File: src/rtl/uart_tx_buffer.sv
// Transmit FIFO in front of uart_controller; launches one character per start/busy/done handshake.
// Define UART_TX_BUF_FLUSH_EN to add flush_i, which clears queued characters but not the in-flight one.
module uart_tx_buffer #(
  parameter int DATA_W = 8,
  parameter int DEPTH  = 16
) (
  input  logic                       clk_i,
  input  logic                       rst_i,
`ifdef UART_TX_BUF_FLUSH_EN
  input  logic                       flush_i,
`endif
  input  logic                       wr_valid_i,
  input  logic [DATA_W-1:0]          wr_data_i,
  output logic                       wr_ready_o,
  input  logic                       drain_en_i,
  input  logic                       tx_busy_i,
  input  logic                       tx_done_i,
  output logic                       tx_start_o,
  output logic [DATA_W-1:0]          tx_data_o,
  output logic [$clog2(DEPTH):0]     level_o,
  output logic                       empty_o,
  output logic                       full_o
);

  localparam int ADDR_W = $clog2(DEPTH);
  localparam logic [ADDR_W-1:0] PTR_ONE  = ADDR_W'(1);
  localparam logic [ADDR_W:0]   LVL_ONE  = (ADDR_W + 1)'(1);
  localparam logic [ADDR_W:0]   LVL_FULL = (ADDR_W + 1)'(DEPTH);

  typedef enum logic [1:0] {
    S_IDLE,
    S_START,
    S_WAIT_DONE
  } state_t;

  logic [DATA_W-1:0] r_mem [DEPTH];
  logic [ADDR_W-1:0] r_wr_ptr;
  logic [ADDR_W-1:0] r_rd_ptr;
  logic [ADDR_W:0]   r_level;
  logic [ADDR_W:0]   w_level_next;
  logic              r_empty;
  logic              r_full;
  logic              r_tx_start;
  logic [DATA_W-1:0] r_tx_data;
  state_t            r_state;
  logic              w_flush;
  logic              w_wr;
  logic              w_pop;

`ifdef UART_TX_BUF_FLUSH_EN
  assign w_flush = flush_i;
`else
  assign w_flush = 1'b0;
`endif

  // Write acceptance looks only at the registered full flag, so a same-cycle pop cannot make room.
  assign w_wr  = wr_valid_i && !r_full && !w_flush;
  assign w_pop = (r_state == S_IDLE) && drain_en_i && !r_empty && !tx_busy_i && !w_flush;

  always_comb begin
    w_level_next = r_level;
    if (w_flush) begin
      w_level_next = '0;
    end else if (w_wr && !w_pop) begin
      w_level_next = r_level + LVL_ONE;
    end else if (!w_wr && w_pop) begin
      w_level_next = r_level - LVL_ONE;
    end
  end

  always_ff @(posedge clk_i) begin
    if (w_wr) begin
      r_mem[r_wr_ptr] <= wr_data_i;
    end
  end

  always_ff @(posedge clk_i or posedge rst_i) begin
    if (rst_i) begin
      r_wr_ptr <= '0;
      r_rd_ptr <= '0;
      r_level  <= '0;
      r_empty  <= 1'b1;
      r_full   <= 1'b0;
    end else begin
      if (w_flush) begin
        r_wr_ptr <= '0;
        r_rd_ptr <= '0;
      end else begin
        if (w_wr) begin
          r_wr_ptr <= r_wr_ptr + PTR_ONE;
        end
        if (w_pop) begin
          r_rd_ptr <= r_rd_ptr + PTR_ONE;
        end
      end
      r_level <= w_level_next;
      r_empty <= (w_level_next == '0);
      r_full  <= (w_level_next == LVL_FULL);
    end
  end

  // tx_data_o is only loaded on a pop, so it stays stable for the whole character.
  always_ff @(posedge clk_i or posedge rst_i) begin
    if (rst_i) begin
      r_state    <= S_IDLE;
      r_tx_start <= 1'b0;
      r_tx_data  <= '0;
    end else begin
      case (r_state)
        S_IDLE: begin
          if (w_pop) begin
            r_tx_data  <= r_mem[r_rd_ptr];
            r_tx_start <= 1'b1;
            r_state    <= S_START;
          end
        end
        S_START: begin
          if (tx_busy_i) begin
            r_tx_start <= 1'b0;
            r_state    <= S_WAIT_DONE;
          end
        end
        S_WAIT_DONE: begin
          r_tx_start <= 1'b0;
          if (tx_done_i) begin
            r_state <= S_IDLE;
          end
        end
        default: begin
          r_tx_start <= 1'b0;
          r_state    <= S_IDLE;
        end
      endcase
    end
  end

  assign wr_ready_o = !r_full;
  assign tx_start_o = r_tx_start;
  assign tx_data_o  = r_tx_data;
  assign level_o    = r_level;
  assign empty_o    = r_empty;
  assign full_o     = r_full;

endmodule

File: config.mk
export PLATFORM = sky130hd
export DESIGN_NAME = uart_tx_buffer
export DESIGN_NICKNAME = d
export VERILOG_FILES = /design/src/rtl/uart_tx_buffer.sv
export SDC_FILE = /design/constraint.sdc
export NUM_CORES = 1
export LEC_CHECK = 0
export ABC_CLOCK_PERIOD_IN_PS = 5900
export CAP_MARGIN = 20
export CORE_AREA = 2 2 147 149
export CTS_BUF_LIST = sky130_fd_sc_hd__clkbuf_8
export DETAILED_ROUTE_END_ITERATION = 8
export DIE_AREA = 0 0 149 151
export PLACE_DENSITY = 0.54
export SYNTH_ARGS = -nofsm -noshare
export SYNTH_HDL_FRONTEND = slang
export SYNTH_SLANG_ARGS = --single-unit
File: constraint.sdc
create_clock -name clk_i -period 5.9 [get_ports clk_i]
set_input_delay 1.475 -clock clk_i [delete_from_list [all_inputs] [get_ports clk_i]]
set_output_delay 1.475 -clock clk_i [all_outputs]
set_load 0.05 [all_outputs]
==> run_results.csv <==
group,metric,value,unit
floorplan,start_util,0.299,
routing,post_drt_wl_per_cell,19.5,um
synth,syn-instance-count,333,
routing,antenna_left,0,
clock_network,root_buffer,"clkbuf_8",
setup_path,cp_max_fo,14,
placement,place_hpwl,8.22,mm
clock_network,cts_max_level,4,
finish,n_antenna_cell,0,
placement,place_ws,2.07,ns
clock_network,cts.sinks,154,
synth,muxShareOfSynthArea,0.141,
finish,finish.net_count,393,
synth,yosys.area.top_type,"edfxtp_1",
grt,track_usage,0.122,
synth,synth_most_common_cell,"edfxtp_1",
worst_hold_path,hold_class,"reg2reg",
synth,synth_top_area_frac,0.618,
grt,grt_pass1_vias,3229,
grt,antenna_found_initial,0,
timing,finalSetupViolations,0,
setup_path,cp.required,6.24,ns
synth,avgSynthCellArea,18.7,um^2
floorplan,fp.coreArea,20800,um^2
floorplan,num_rows,53,
grt,grt_max_degree,27,
setup_path,critical_path.n_buffers_inverters,1,
synth,syn_area,6220,um^2
timing,slew_viol_final,0,
floorplan,fp.dieW,149,um
flow_run,maxCapViolCount,0,
synth,synth-simple-area-share,0.0690,
timing,max_freq,296,MHz
clock_network,insertion_delay,0.46,ns
finish,multi_input_area,1630,um^2
pwr,fin_total_pwr,0.00332,W
synth,synthTopCellsByCount,"edfxtp_1, mux4_2, dfrtp_1",
synth,synth_edf_count,128,
routing,drc_errors,0,
synth,synthAdderAreaFrac,0.0141,
grt,overflow,0,
setup_path,worstPathArrival,3.71,ns
routing,viasPerCell,4.63,
floorplan,dieArea,22500,um^2
synth,synth_seq_cells,154,
setup_path,cp_slowest_cell,"nor2_1",
routing,drt_wl_total,12.9,mm
clock_network,tritoncts,"built",
timing,finalHoldViolations,0,
finish,regArea,4500,um^2
pwr,power_density,462,nW/um^2
timing,rsz0062_at_grt,"false",
synth,synth-compound-area-share,0.0231,
synth,synth.area.top_cells,"edfxtp_1, mux4_2, dfrtp_1",
routing,vias,3054,
setup_path,worstPathCellList,"clkdlybuf4s50_1, or4b_4, nor2_1, nor4_1, a311oi_2, nor4b_2",
floorplan,die_h,151,um
finish,fillers,1980,
synth,synthesis.nets,354,
clock_network,cts_resized,0,
synth,ys_seq_area_frac,0.723,
timing,fin_setup_tns,0,ns
timing,max_slew_margin,0.455,
synth,synth_flop_cell,"edfxtp_1",
clock_network,cts.clk_slew.worst_paths,0.08,ns
synth,synth_cell_types,42,
routing,drtPass1Iterations,6,
setup_path,worstSetupPathType,"in2reg",
setup_path,endpoint_kind,"register",
pwr,leakage,2.38,nW
timing,fin_crit,3.38,ns
synth,synth_top_family_by_area,"multiplexers",
synth,ys_warn_count,0,
clock_network,cts.path.max_buffers,2,
timing,worstMarginPinSlew,0.815,ns
synth,synth_xor_area_frac,0.0141,
timing,holdWs,0.518,ns
placement,port_buffers,30,
synth,async_flop_share,0.169,
timing,period_share,0.572,
grt,grt_pass1_wl,19.7,mm
run_status,status,"complete, no violations",
clock_network,cts_made_buffers,17,
placement,place.gp.congestion,0.762,
timing,skew,0.0105,ns
setup_path,crit_family,"simple AND/OR/NAND/NOR gates",
finish,syn_to_final_growth,15.4,%
timing,setup_slack,2.52,ns
clock_network,cts.hold.buffers_added,0,
finish,drive_above_1_share,0.203,
routing,drt_first_iter_violations,217,
setup_path,slowest_delay,0.64,ns
setup_path,cp-start-kind,"input pin",
clock_network,cts_setup_buffers,0,
floorplan,num_io_pins,31,
pwr,max-vdd-ir-drop,0.000133,V
-- where the power goes --
| part | switching (W) | total (W) | leakage [nW] | internal [W] |
|---|---|---|---|---|
| Combinational | 0.000642 | 0.00112 | 0.720 | 0.000478 |
| Clock | 0.000372 | 0.000689 | 0.186 | 0.000317 |
| Sequential | 0.000151 | 0.00151 | 1.47 | 0.00136 |
-- final cells by class --
cell class | count | area share
multi-input cells | 158 | 0.227
repair buffers | 34 | 0.0488
clock buffers | 17 | 0.0326
flip-flops and latches | 154 | 0.627
clock inverters | 15 | 0.0134
well taps | 275 | 0.0480
inverters | 7 | 0.00366
-- final timing paths --
path	depth (start not counted)	slack (ns)	end	startpoint
worst max-delay path	6	2.52	full_o$_DFF_PP0_	tx_busy_i
worst min-delay path	1	0.52	level_o[4]$_DFF_PP0_	level_o[4]$_DFF_PP0_
worst max register to register	5	3.55	full_o$_DFF_PP0_	r_state[0]$_DFFE_PP0P_
worst min register to register	1	0.52	level_o[4]$_DFF_PP0_	level_o[4]$_DFF_PP0_
max in group asynchronous	3	4.26	empty_o$_DFF_PP1_	rst_i
min in group asynchronous	2	1.20	tx_start_o$_DFFE_PP0P_	rst_i
-- metal layers --
| layer | part of all wire | up-vias | GRT usage |
|---|---|---|---|
| met5 | 0 | - | 0 |
| met4 | 0.015 | 0 | 0.0429 |
| met3 | 0.045 | 17 | 0.0337 |
| met2 | 0.50 | 69 | 0.205 |
| met1 | 0.44 | 1576 | 0.152 |
| li1 | - | 1392 | - |
-- cell families after synthesis --
group | count (synthesis)
flip-flops | 154
adder cells (fa/ha/maj) | 7
XOR/XNOR | 10
multiplexers | 47
AND/OR/NAND/NOR | 76
AO/OA/AOI/OAI | 18
buffers and inverters | 21
-- through the flow --
step                      cells  instance area [um^2]  utilization
after floorplan             333                  6220            -
after global placement      627                  6820        0.327
after detailed placement    627                  6820        0.327
after CTS                   659                  7150        0.343
after global routing        660                  7180        0.345
final                       660                  7180        0.345
-- cells in the final DEF, fill, tap and decap left out, types with 2 or more instances in the layout --
master / instances
and3_1: 3
inv_1: 12
nand2b_1: 3
clkinv_1: 2
mux4_2: 32
nand3b_1: 2
clkdlybuf4s50_1: 30
edfxtp_1: 128
nand4_1: 4
mux2_2: 7
nor2_1: 7
dfrtp_1: 24
nand2_1: 22
mux2i_1: 8
and2_1: 16
o21ai_0: 2
clkbuf_8: 17
xnor2_1: 8
o211ai_1: 2
nand3_1: 8
buf_4: 3
clkinv_2: 5
clkinvlp_4: 2
ha_1: 7
o311ai_0: 6
xor2_1: 2
nor4b_2: 2
nor3_1: 2
-- state kept, by name, indices dropped and copies added, names as in the netlist --
| signal | flops |
|---|---|
| r_wr_ptr | 4 |
| level_o | 5 |
| r_rd_ptr | 4 |
| r_state | 2 |
| tx_start_o | 1 |
| tx_data_o | 8 |
| full_o | 1 |
| r_mem | 128 |
| empty_o | 1 |
Note: power is estimated with default switching activity, not from simulation.
